[src/rtl/terminal_tx_queue.sv]
// Host-side transmit queue feeding a mesh router terminal: show-ahead FIFO with destination check.
// Optional rejected-push counter enabled by defining TERMINAL_TX_DROP_CNT_EN.
module terminal_tx_queue #(
    parameter int          ROW        = 4,
    parameter int          COLUMS     = 4,
    parameter int          pckg_sz    = 41,
    parameter int          fifo_depth = 4,
    parameter logic [7:0]  broadcast  = 8'hFF
) (
    input  logic                              clk,
    input  logic                              reset,
    input  logic                              wr_en,
    input  logic [3:0]                        wr_row,
    input  logic [3:0]                        wr_col,
    input  logic                              wr_mode,
    input  logic [pckg_sz-10:0]               wr_payload,
    output logic                              full,
    output logic [$clog2(fifo_depth+1)-1:0]   count,
    output logic                              bad_dst,
`ifdef TERMINAL_TX_DROP_CNT_EN
    output logic [7:0]                        drop_cnt,
`endif
    output logic [pckg_sz-1:0]                data_out_i_in,
    output logic                              pndng_i_in,
    input  logic                              popin
);

    localparam int PW = $clog2(fifo_depth);
    localparam int CW = $clog2(fifo_depth+1);

    logic [pckg_sz-1:0] r_mem [fifo_depth];
    logic [PW-1:0]      r_rd_ptr;
    logic [PW-1:0]      r_wr_ptr;
    logic [CW-1:0]      r_count;
    logic               r_full;
    logic               r_pndng;
    logic               r_bad_dst;

    logic [7:0]         w_id;
    logic               w_legal;
    logic               w_push;
    logic               w_pop;
    logic [CW-1:0]      w_cnt_nxt;
    logic [pckg_sz-1:0] w_pkt;

    function automatic logic [PW-1:0] f_inc(input logic [PW-1:0] p);
        return (p == PW'(fifo_depth-1)) ? '0 : p + PW'(1);
    endfunction

    assign w_id    = {wr_row, wr_col};
    assign w_legal = (w_id == broadcast) ||
                     ((32'(wr_row) < ROW) && (32'(wr_col) < COLUMS));
    assign w_pkt   = {wr_row, wr_col, wr_mode, wr_payload};

    // Full is the registered flag, so a push in the full state is refused even if a pop frees a slot.
    assign w_push  = wr_en && !r_full && w_legal;
    assign w_pop   = popin && r_pndng;

    always_comb begin
        w_cnt_nxt = r_count;
        if (w_push && !w_pop)
            w_cnt_nxt = r_count + CW'(1);
        else if (w_pop && !w_push)
            w_cnt_nxt = r_count - CW'(1);
    end

    always_ff @(posedge clk) begin
        if (reset) begin
            for (int unsigned i = 0; i < fifo_depth; i++)
                r_mem[i] <= '0;
            r_rd_ptr  <= '0;
            r_wr_ptr  <= '0;
            r_count   <= '0;
            r_full    <= 1'b0;
            r_pndng   <= 1'b0;
            r_bad_dst <= 1'b0;
        end else begin
            if (w_push) begin
                r_mem[r_wr_ptr] <= w_pkt;
                r_wr_ptr        <= f_inc(r_wr_ptr);
            end
            if (w_pop)
                r_rd_ptr <= f_inc(r_rd_ptr);
            if (wr_en && !w_legal)
                r_bad_dst <= 1'b1;
            r_count <= w_cnt_nxt;
            r_full  <= (w_cnt_nxt == CW'(fifo_depth));
            r_pndng <= (w_cnt_nxt != '0);
        end
    end

`ifdef TERMINAL_TX_DROP_CNT_EN
    logic [7:0] r_drop_cnt;
    logic       w_drop;

    assign w_drop = wr_en && (r_full || !w_legal);

    always_ff @(posedge clk) begin
        if (reset)
            r_drop_cnt <= '0;
        else if (w_drop && (r_drop_cnt != 8'hFF))
            r_drop_cnt <= r_drop_cnt + 8'd1;
    end

    assign drop_cnt = r_drop_cnt;
`endif

    assign full          = r_full;
    assign count         = r_count;
    assign bad_dst       = r_bad_dst;
    assign pndng_i_in    = r_pndng;
    assign data_out_i_in = r_mem[r_rd_ptr];

endmodule
[config.mk]
export PLATFORM = sky130hd
export DESIGN_NAME = terminal_tx_queue
export DESIGN_NICKNAME = d
export VERILOG_FILES = /design/src/rtl/terminal_tx_queue.sv
export SDC_FILE = /design/constraint.sdc
export NUM_CORES = 1
export LEC_CHECK = 0
export CAP_MARGIN = 30
export CORE_MARGIN = 1.5
export CORE_UTILIZATION = 56
export DETAILED_ROUTE_END_ITERATION = 10
export PLACE_DENSITY = 0.77
export SKIP_CTS_REPAIR_TIMING = 1
export SYNTH_ARGS = -nofsm -noshare
export SYNTH_HDL_FRONTEND = slang
export SYNTH_SLANG_ARGS = --single-unit
[constraint.sdc]
create_clock -name clk -period 2.61 [get_ports clk]
set_input_delay 0.261 -clock clk [delete_from_list [all_inputs] [get_ports clk]]
set_output_delay 0.261 -clock clk [all_outputs]
set_load 0.03 [all_outputs]
==> run summary, run 1 <==
The run finished with clean final reports. The initial utilization of the core area, before any placement, comes to 57.9%. At the later pin of the worst-skew pair, clock insertion delay measures 0.42 ns. TritonCTS built the clock tree. In this run the worst hold path is classified as register to register.

The antenna diode count was 0. The placed instances occupy a cell area of 0.00900 mm2. For the worst setup path, the data arrival time is 2.24 ns. Length of the first detailed-routing pass in iterations: 5.

In this run the critical register-to-register path is launched from count[0]. Overall power consumption after layout is estimated at 7160 uW. The layout overhead on the synthesized area is 24.5%. The endpoint identified for the worst register-to-register timing path is full. The post-synthesis share of cell area spent on and, or, nand and nor gates came out at 16.1%. In this run the most critical hold path is launched from r_rd_ptr[1]. The tools report the placement-stage worst setup slack as 0.0312 ns. Among all stages on the critical path, the largest delay is contributed by clkdlybuf4s50_1. Maximum fanout encountered on the critical timing path: 16.

The die is 121 um wide. The final design utilization is 72.1%. The worst setup path is launched from a register. The full die area is 0.0145 mm2, and the final weighted congestion in routability-driven placement is 0.729. The tools report the placeable core region as 0.0133 mm2.

Summing the areas of all xor and xnor instances in the mapped netlist gives 0.227% of the synthesized area. The worst path meets setup with 0.105 ns of slack. The TritonCTS buffer count is 17, and the routed wire length is 15300 um.

The max-slew violation total from the final report came out at 0. Area fraction in compound gates after synthesis: 1.59%. For the slack of the worst reg-to-reg path, the log shows 0.81 ns. For the number of antenna violations at the first check in global routing, the log shows 0. Number of H-tree levels: 4. In the final routed layout, each cell accounts on average for 20.0 um. Across the routed clock network, the largest skew measured is 0.00662 ns.

The critical path data required time is 2.35 ns. For the number of nets in the synthesized netlist, the log shows 519. The max-cap violation count is 0, and the maximum cell stage delay along the critical path is 0.62 ns. The worst relative slew slack is 77.8%.

For the combined area of all synthesized cells, the log shows 0.00773 mm2. In this run, flip-flops and latches consume 45.7% of the power. Maximum clock frequency: 0.399 GHz. The first global-routing pass estimated 24400 um of wire. Fraction of final layout cells sized beyond drive strength 1: 20.1%. Internal power consumption: 5400 uW.

The synthesized flop and latch total works out to 176. After technology mapping, the gate count stands at 470. In this run the static leakage power is 0.00347 uW. The critical path is of the register to output port type. The via count of the first global-routing pass was 4603; the multiplexer share of the synthesized area was 12.2%.

For the total setup violations reported at the end of the flow, the log shows 0. The clock period could shrink to 2.50 ns. After clock tree synthesis, the clock-pin slew on the worst setup and hold paths is 0.06 ns. At the pin with the least slew margin, the transition time is 0.332 ns. The power density normalized to cell area is 744 mW/mm2. The net switching power figure was 1760 uW. Sequential cells were found to cover 66.8% of the synthesized design area. The depth of the most critical reg-to-reg path is 7, and the maximum buffer depth of the clock tree is 2. For this block, the via count after detailed routing is 4261. After Yosys synthesis, full adders, half adders and majority gates account for 0.647% of the synthesized area. The die is 121 um tall. The clock network accounts for 36.6% of the total power. The average cell area after synthesis is 16.5 um2, and the clock sink count is 176. The Yosys step of the flow raised 0 warnings. Row count: 42. Entering global routing, the biggest net connects 42 pins. The worst path uses 96.0% of the clock period.

After global routing the overflow that remains totals 0. The signal on the critical path passes through buf_6 -> mux4_2 -> clkdlybuf4s50_1. The logs give 628 for the number of nets in the final layout and 17.7% for the power share of the combinational group. The number of failing hold endpoints at the final stage is 0, and the HPWL reported at the end of detailed placement is 9490 um. The tree is rooted in a clkbuf_16. The capture point of the worst path is data_out_i_in[36]. Summing all non-filler instances in the final layout gives an area of 0.00963 mm2. Setup repair after global routing left no endpoint under its margin. Once detail routing completed, the nets flagged for antenna violations numbered 0.

The initial detailed-routing violation count is 220. Dividing the detail-routed via count by the number of cells gives 5.55. Of the total power, the share spent switching nets is 24.6%. By area, the combinational part of the netlist is dominated by simple AND/OR/NAND/NOR gates. For this design the top-level I/O count stands at 92.

Hold timing on the final database bottoms out at a slack of 0.465 ns. The endpoint kind of the worst setup timing path is an output port. The number of buffer cells added on primary ports works out to 91. For this run, design rule violations remaining after detail routing come to 0. The count of distinct cell types in the synthesized netlist was 38; the total global routing track utilization was 23.0%. The maximum vdd drop is 0.492 mV.
synth_stat cells:
master	n	area share, %
a211oi_1	2	0.19
a21oi_1	8	0.52
a31oi_1	3	0.24
a41o_1	1	0.13
and2_1	160	13
and2_2	4	0.39
and3b_4	2	0.32
buf_1	5	0.24
buf_2	4	0.26
buf_6	8	1.2
clkbuf_1	8	0.39
clkbuf_2	4	0.26
dfxtp_1	12	3.1
edfxtp_1	164	64
ha_1	4	0.65
inv_1	3	0.15
mux2_2	1	0.15
mux2i_1	1	0.13
mux4_2	41	12
nand2_1	4	0.19
nand2_2	1	0.081
nand3_1	5	0.32
nand4_1	2	0.16
nor2_1	4	0.19
nor2b_1	1	0.081
nor3_1	3	0.19
nor3b_1	1	0.097
nor3b_4	1	0.24
nor4_4	1	0.28
o211ai_1	1	0.097
o21a_4	1	0.19
o21ai_2	1	0.11
o21bai_1	1	0.097
or2_2	3	0.24
or3_1	1	0.081
or3b_1	1	0.11
or4_4	1	0.15
xnor2_1	2	0.23
layout make-up:
cell class                      count  area [um2]
Clock buffer                       17         425
Inverter                            3        11.3
Sequential cell                   176        5170
Multi-Input combinational cell    262        2380
Fill cell                         855        3720
Clock inverter                     15         194
Timing Repair Buffer              119        1220
Tap cell                          176         220
placed cells by master, fill, tap and decap left out, types with 3 or more instances in the layout:
| cell | n |
|---|---|
| edfxtp_1 | 164 |
| and2_1 | 160 |
| clkdlybuf4s50_1 | 91 |
| mux4_2 | 41 |
| buf_4 | 19 |
| clkbuf_16 | 17 |
| dfxtp_1 | 10 |
| a21oi_1 | 8 |
| buf_12 | 8 |
| nand3_1 | 5 |
| clkinvlp_4 | 5 |
| and2_2 | 4 |
| nand2_1 | 4 |
| nor2_1 | 4 |
| ha_1 | 4 |
| bufinv_16 | 4 |
| inv_1 | 3 |
| or2_2 | 3 |
| nor3_1 | 3 |
| a31oi_1 | 3 |
| clkinv_2 | 3 |
cell families (layout without fill, tap and decap cells):
logic type                 Yosys count  count (layout)
xor gates and xnor gates             2               2
buffers and inverters               32             154
and+or+nand+nor                    195             195
DFF                                176             176
AOI/OAI and AO/OA                   18              18
adders and majority gates            4               4
muxes                               43              43
critical path, delay by kind of cell, from the launching register on:
kind                   cells  cell delay [ns]
flip-flops                 1             0.36
buffers and inverters      2             0.88
multiplexers               1             0.58
worst min path at each step:
stage | end | slack [ns] | cells after the start
after global placement | register | 0.46 | 2
final | register | 0.46 | 2
after CTS | bad_dst | 0.46 | 3
after global routing | bad_dst | 0.47 | 3
after detailed placement | register | 0.46 | 2
after floorplan | bad_dst | 0.40 | 2
through the flow:
stage	cells	setup TNS, ns
floorplan	470	0
global placement	736	0
detailed placement	736	0
CTS	768	-0.0152
global route	768	0
finish	768	0
state kept, by name, summed over array words and instances, names as in the netlist, named ones only:
signal and count:
r_mem 164, r_rd_ptr 2, full 1, pndng_i_in 1, count 3, bad_dst 1, r_wr_ptr 2
power groups by stage:
stage | clock network [uW] | registers [uW] | logic, uW
3_3_place_gp | 0 | 3320 | 1260
4_1_cts | 2650 | 3270 | 1280
6_report | 2620 | 3270 | 1270
2_1_floorplan | 0 | 3360 | 728
3_5_place_dp | 0 | 3330 | 1270
5_1_grt | 2770 | 3290 | 1350
per-layer routing:
metal  up-vias  wire length, um  global-route usage, %
met5         -                0                      0
met4         0              354                   9.26
met3        31              698                   5.28
met2       125             8130                   40.5
met1      2143             6160                   27.4
li1       1962                -                      -
Power figures use the tool's default switching activity.
==> run 2: changes to the inputs <==
CORE_MARGIN = 5   (was 1.5)
==> run 2 against run 1 <==
Against the previous run: routed wire length rose by 1.2%; first-iteration DRC count rose by 79%; worst setup slack improved by 0.014 ns; design area rose by 0.68%; die area rose by 12%; flip-flop and latch count did not move; final cell count rose by 1.4%; hold slack improved by 0.0027 ns; largest cell class unchanged; largest power group unchanged.
==> run summary, run 2 (synthesized netlist as in run 1, its figures left out) <==
The run finished with clean final reports. Setup total negative slack on the finished layout was measured at 0 ns. The starting utilization of the core area is 56.4%.

The number of nets in the final layout came out at 635. The time the worst path needs with I/O delays and setup came out at 2.49 ns. The critical path ends at data_out_i_in[39].

The worst hold path stage count is 3. In the routed layout, each cell is associated on average with a via count of 5.52. TritonCTS built the clock tree. The slack of the worst reg-to-reg path is 0.73 ns, and the leakage power is 0.00353 uW. In this run the deepest clock path goes through 2 buffers. The critical path is of the register to output port type. TritonCTS created 17 clock buffers. For the via count of the first global-routing pass, the log shows 4571. The full die area came out at 0.0163 mm2. The routed layout has 4298 vias. For the pin with the worst max-slew slack, the measured transition is 0.379 ns. Number of antenna violations at the first check in global routing: 0. The largest register by flop count is r_mem. In the layout the commonest cells are edfxtp_1 (164), and2_1 (160), clkdlybuf4s50_1 (91).

For the total setup violations reported at the end of the flow, the log shows 0. Global routing consumed, on the met3 layer, 4.56% of the routing resources. Data arrives at the worst endpoint at 2.23 ns.

92 I/O pins were placed. Buffers placed on the I/O ports in this run total 91. The initial detailed-routing violation count came out at 394.

Clock-pin slew was measured on the worst setup and hold paths at 0.06 ns. In this run the tightest slew margin relative to its limit is 74.7%. The tools report the endpoint kind of the worst setup timing path as an output port. Summing all placed instances gives a cell area of 0.00905 mm2. The maximum cell stage delay along the critical path was 0.62 ns. Across the routed clock network, the largest skew measured is 0.00965 ns. The ratio of final minimum period to clock period is 95.4%, and the floorplan die height is 128 um.

The cell sitting at the root of the clock tree is a clkbuf_16. Entering global routing, the biggest net connects 42 pins. The H-tree generated during clock tree synthesis spans 4 levels. The logs give 0 for the remaining global-route overflow and 0.468 ns for the smallest hold slack. The layout has 900 filler cells. The global-route wire length before repair is 25100 um, and the antenna diode count is 0. The depth of the most critical reg-to-reg path is 7.

Along the worst path, the maximum fanout reaches 15. Max-cap violations in this run came to 0. The remaining antenna violation count is 0, and the number of flip-flops in the largest register is 164.

In this run the standard cell core region covers 0.0137 mm2. The total global routing track utilization is 20.5%, and the final non-filler cell total is 779. Number of placed instances, taps included: 741. The run gives 15500 um as the routed wire length.

The largest individual stage delay along the critical path comes from the cell clkdlybuf4s50_1. In the final routed layout, each cell accounts on average for 19.9 um. The max-slew violation total from the final report is 0. The power density normalized to cell area is 731 mW/mm2, and the final design area excluding fillers is 0.00969 mm2. The most common cell after layout, fill and taps aside is edfxtp_1. For this run, global-route usage on met2 was measured as 34.8%. The tightest min-delay check is of the input port to register type. For this run, global-route usage on met1 was measured as 26.8%. The worst register-to-register path begins at count[0]. Horizontal extent of the die: 128 um. The tools report the category of the worst setup path launch point as a register. Final weighted congestion in routability-driven placement: 0.786. The endpoint identified for the worst register-to-register timing path is full. The clock sink count was 176; the layout overhead on the synthesized area was 25.3%. The DRC violations left came out at 0. The signal on the critical path passes through buf_12 -> mux4_2 -> clkdlybuf4s50_1. Setup repair after global routing left no endpoint under its margin. The run gives 43 as the row count.

Post-layout total power: 7080 uW. The post-route netlist has 20.5% of its cells at a drive strength greater than 1. The logs give 0 for the number of failing hold endpoints at the final stage and 4 for the length of the first detailed-routing pass in iterations. For the worst setup path, the data required time is 2.35 ns. The HPWL reported at the end of detailed placement is 9810 um, and the maximum vdd drop is 0.454 mV. The global routing's busiest layer is met2.

The later pin in the worst-skew pair is clocked with a latency of 0.42 ns. The maximum clock frequency came out at 0.401 GHz.
[run 2: changes by cell type in the layout (fill, tap and decap cells not counted), sizes merged]
cell / previous run / this run
bufinv: 4 / 1
clkbuf: 17 / 28
buf: 28 / 35
clkinv: 6 / 3
clkinvlp: 5 / 0
[run 2: how the worst min path moves through the flow]
stage | startpoint | endpoint
after floorplan | wr_en | bad_dst
after detailed placement | bad_dst | bad_dst
after global placement | r_rd_ptr[1] | register
final | wr_en | bad_dst
after global routing | wr_en | bad_dst
after CTS | wr_en | bad_dst
[run 2: critical path: cells and delay by family, from the launching register on]
kind / cells / cell delay [ns]
buf+inv: 2 / 0.82
flops: 1 / 0.42
mux: 1 / 0.56
[run 2: routing by layer]
metal / up-vias / wire, um
li1: 1983 / -
met1: 2213 / 6560
met2: 88 / 8270
met3: 14 / 535
met4: 0 / 163
met5: - / 0
[run 2: layout make-up]
class,count,area [um2],share of cell area (%)
timing repair buffer,126,1310,13.5
multi-input combinational,262,2380,24.6
clock inverter,4,45.0,0.465
sequential,176,5170,53.4
inverter,3,11.3,0.116
tap,180,225,2.32
clock buffer,28,548,5.66
[run 2: stage by stage]
stage	util (%)	setup slack [ns]
CTS	70.3	-0.0512
global placement	66.0	0.0521
finish	70.6	0.119
global route	70.6	0.0472
detailed placement	66.0	-0.00737
floorplan	-	0.180
[run 2: report_power, final]
group          switching [uW]  total (uW)  internal, uW
clock network             964        2490          1520
logic                     674        1310           639
registers                73.4        3280          3210
==> run 3: changes to the inputs <==
MAX_ROUTING_LAYER = met4   (was unset)
RECOVER_POWER = 50   (was unset)
==> run 3 against run 2 <==
Against the previous run: first-iteration DRC count increased by 9.9%; largest power group unchanged; sequential share of layout area increased by 0.43 points; maximum frequency about the same; final cell count unchanged; non-clock buffer count unchanged; largest cell class unchanged.
==> run summary, run 3 (synthesized netlist as in run 1, its figures left out) <==
Entering global routing, the biggest net connects 42 pins. The capture point of the worst path was data_out_i_in[39]. Data arrives at the worst endpoint at 2.23 ns. The worst setup path is captured at an output port.

The clock-pin slew reported for the worst setup and hold paths after clock tree synthesis is 0.06 ns, and the fraction of final layout cells sized beyond drive strength 1 is 19.2%. The largest register by flop count was r_mem. Once detailed placement completed, the half-perimeter wirelength came to 9810 um. 0 antenna diodes ended up in the layout. The via count of the first global-routing pass is 4560, and the final design area excluding fillers is 0.00961 mm2. TritonCTS built the clock tree. The run gives 4300 as the total via count after detailed routing. The length of the first detailed-routing pass in iterations was 4.

The tools report the number of placed instances, taps included as 741. The worst pin sits at a relative slew slack of 56.6%. Of the available clock period, the critical path in the final layout requires 95.4%. At the worst endpoint, the required time is 2.35 ns.

The floorplan die height is 128 um. The cell sitting at the root of the clock tree is a clkbuf_16. The floorplan step defined a die boundary enclosing 0.0163 mm2. The detailed router finished its first iteration with 433 violations. Once placement finished, the instance area stood at 0.00905 mm2. On the worst path, the slowest cell contributes a delay of 0.62 ns.

For the max-slew violation total from the final report, the log shows 0. Timing would allow up to 0.402 GHz. The row count was 43; the slack of the worst reg-to-reg path was 0.75 ns. The area of the multi-input gates was 0.00235 mm2. Global routing finished with a remaining overflow of 0. The category of the worst setup path launch point was a register. Global routing used 21.1% of the available tracks.

The tools report the startpoint of the worst register-to-register path as full. The kind of path behind the tightest hold check was input port to register. The routed wire length was 15500 um.

The maximum buffer depth of the clock tree is 2. The congestion estimate from routability-driven global placement came to 0.797. During I/O placement, the number of pins put on the boundary was 92.

The design draws 7060 uW. The final layout contains 635 nets. The reg-to-reg critical path endpoint is r_mem[3][18].

For the pin with the worst max-slew slack, the measured transition is 0.651 ns. Traced cell by cell, the critical path runs through buf_12 -> mux4_2 -> clkdlybuf4s50_1. The core region is 0.0137 mm2.

The tools report the number of antenna violations at the first check in global routing as 0. In this run the static leakage power is 0.00348 uW. Setup repair after global routing left no endpoint under its margin. For the worst flop-to-flop path, the logic depth is 4. Most common cell after layout, fill and taps aside: edfxtp_1. The register with the most flip-flops in the layout has 164 of them. The insertion delay of the later-clocked pin in the worst-skew pair is 0.42 ns, and the sequential standard cell area is 0.00517 mm2. The remaining antenna violation count was 0; the final-layout fill cell count was 923. After detailed routing, the number of remaining DRC violations is 0. The first global-routing pass estimated 25100 um of wire.

The horizontal extent of the die came out at 128 um. The area growth from synthesis to layout is 24.3%. Between clock sinks in the finished design, the worst skew comes to 0.0103 ns.

The number of failing hold endpoints at the final stage came out at 0. The run gives 0 as the max-cap violation count. The top cell types in the final layout, fill and taps aside, are edfxtp_1 (164), and2_1 (132), clkdlybuf4s50_1 (84). The flow ran to the end, and the final reports show no timing, DRC or antenna violations.

The critical path is of the register to output port type. The maximum fanout encountered on the critical timing path works out to 15. The final non-filler cell total came out at 779. The maximum vdd drop is 0.458 mV. The TritonCTS buffer count was 17; the time the worst path needs with I/O delays and setup was 2.49 ns. Setup violations remaining at the end of the flow were counted as 0. For this configuration, the core starts out at a cell density of 56.4%. CTS built an H-tree with a depth of 4. The tree built by TritonCTS fans out to 176 sinks.

The library cell contributing the largest single delay on the critical path was clkdlybuf4s50_1. In the final routed layout, each cell accounts on average for 19.9 um. For this design the ratio of total power to cell area is 735 mW/mm2.

Dividing the detail-routed via count by the number of cells gives 5.52. The number of buffer cells added on primary ports is 91.
==> run 3: cell types whose count changed in the layout (fill, tap and decap cells not counted), sizes merged <==
cell,change
buf,-10
clkbuf,+10
clkdlybuf4s50,-7
dlygate4sd3,+7
==> run 3: cell type report <==
| cell class | count | area share (%) |
|---|---|---|
| Clock buffer | 28 | 5.70 |
| Clock inverter | 4 | 0.469 |
| Inverter | 3 | 0.117 |
| Multi-Input combinational cell | 262 | 24.4 |
| Sequential cell | 176 | 53.8 |
| Tap cell | 180 | 2.34 |
| Timing Repair Buffer | 126 | 13.2 |
==> run 3: how the worst min path moves through the flow <==
stage,startpoint,to,slack [ns],cells past startpoint
finish,wr_en,bad_dst,0.46,3
floorplan,wr_en,bad_dst,0.40,2
detailed placement,bad_dst,bad_dst,0.46,2
global route,wr_en,bad_dst,0.49,3
CTS,wr_en,bad_dst,0.46,3
global placement,r_rd_ptr[1],register,0.46,2
==> run 3: layer usage <==
metal / GRT usage (%) / vias up / routed length, um / share of wire, %
li1: - / 1983 / - / -
met5: - / - / 0 / 0
met4: 5.87 / 0 / 197 / 1.3
met2: 34.8 / 123 / 8210 / 53
met3: 4.39 / 16 / 754 / 4.9
met1: 26.9 / 2178 / 6320 / 41
==> run 3: stage by stage <==
stage               hold slack (ns)  setup WS [ns]  TNS (ns)  util (%)
floorplan                     0.402          0.180         0         -
finish                        0.464          0.120         0      70.1
global route                  0.493         0.0322         0      70.1
CTS                           0.456        -0.0512    -0.429      70.3
global placement              0.458         0.0521         0      66.0
detailed placement            0.461       -0.00737    -0.132      66.0
==> run 3: power by group <==
part / switching [uW] / internal (uW) / leakage (uW)
combinational: 671 / 622 / 0.00140
sequential: 71.5 / 3210 / 0.00179
clock: 971 / 1520 / 0.000296
==> run 3: worst max-delay path: cells and delay by family (launching register included) <==
kind,cells,cell delay [ns]
muxes,1,0.56
buffers and inverters,2,0.82
DFF,1,0.42
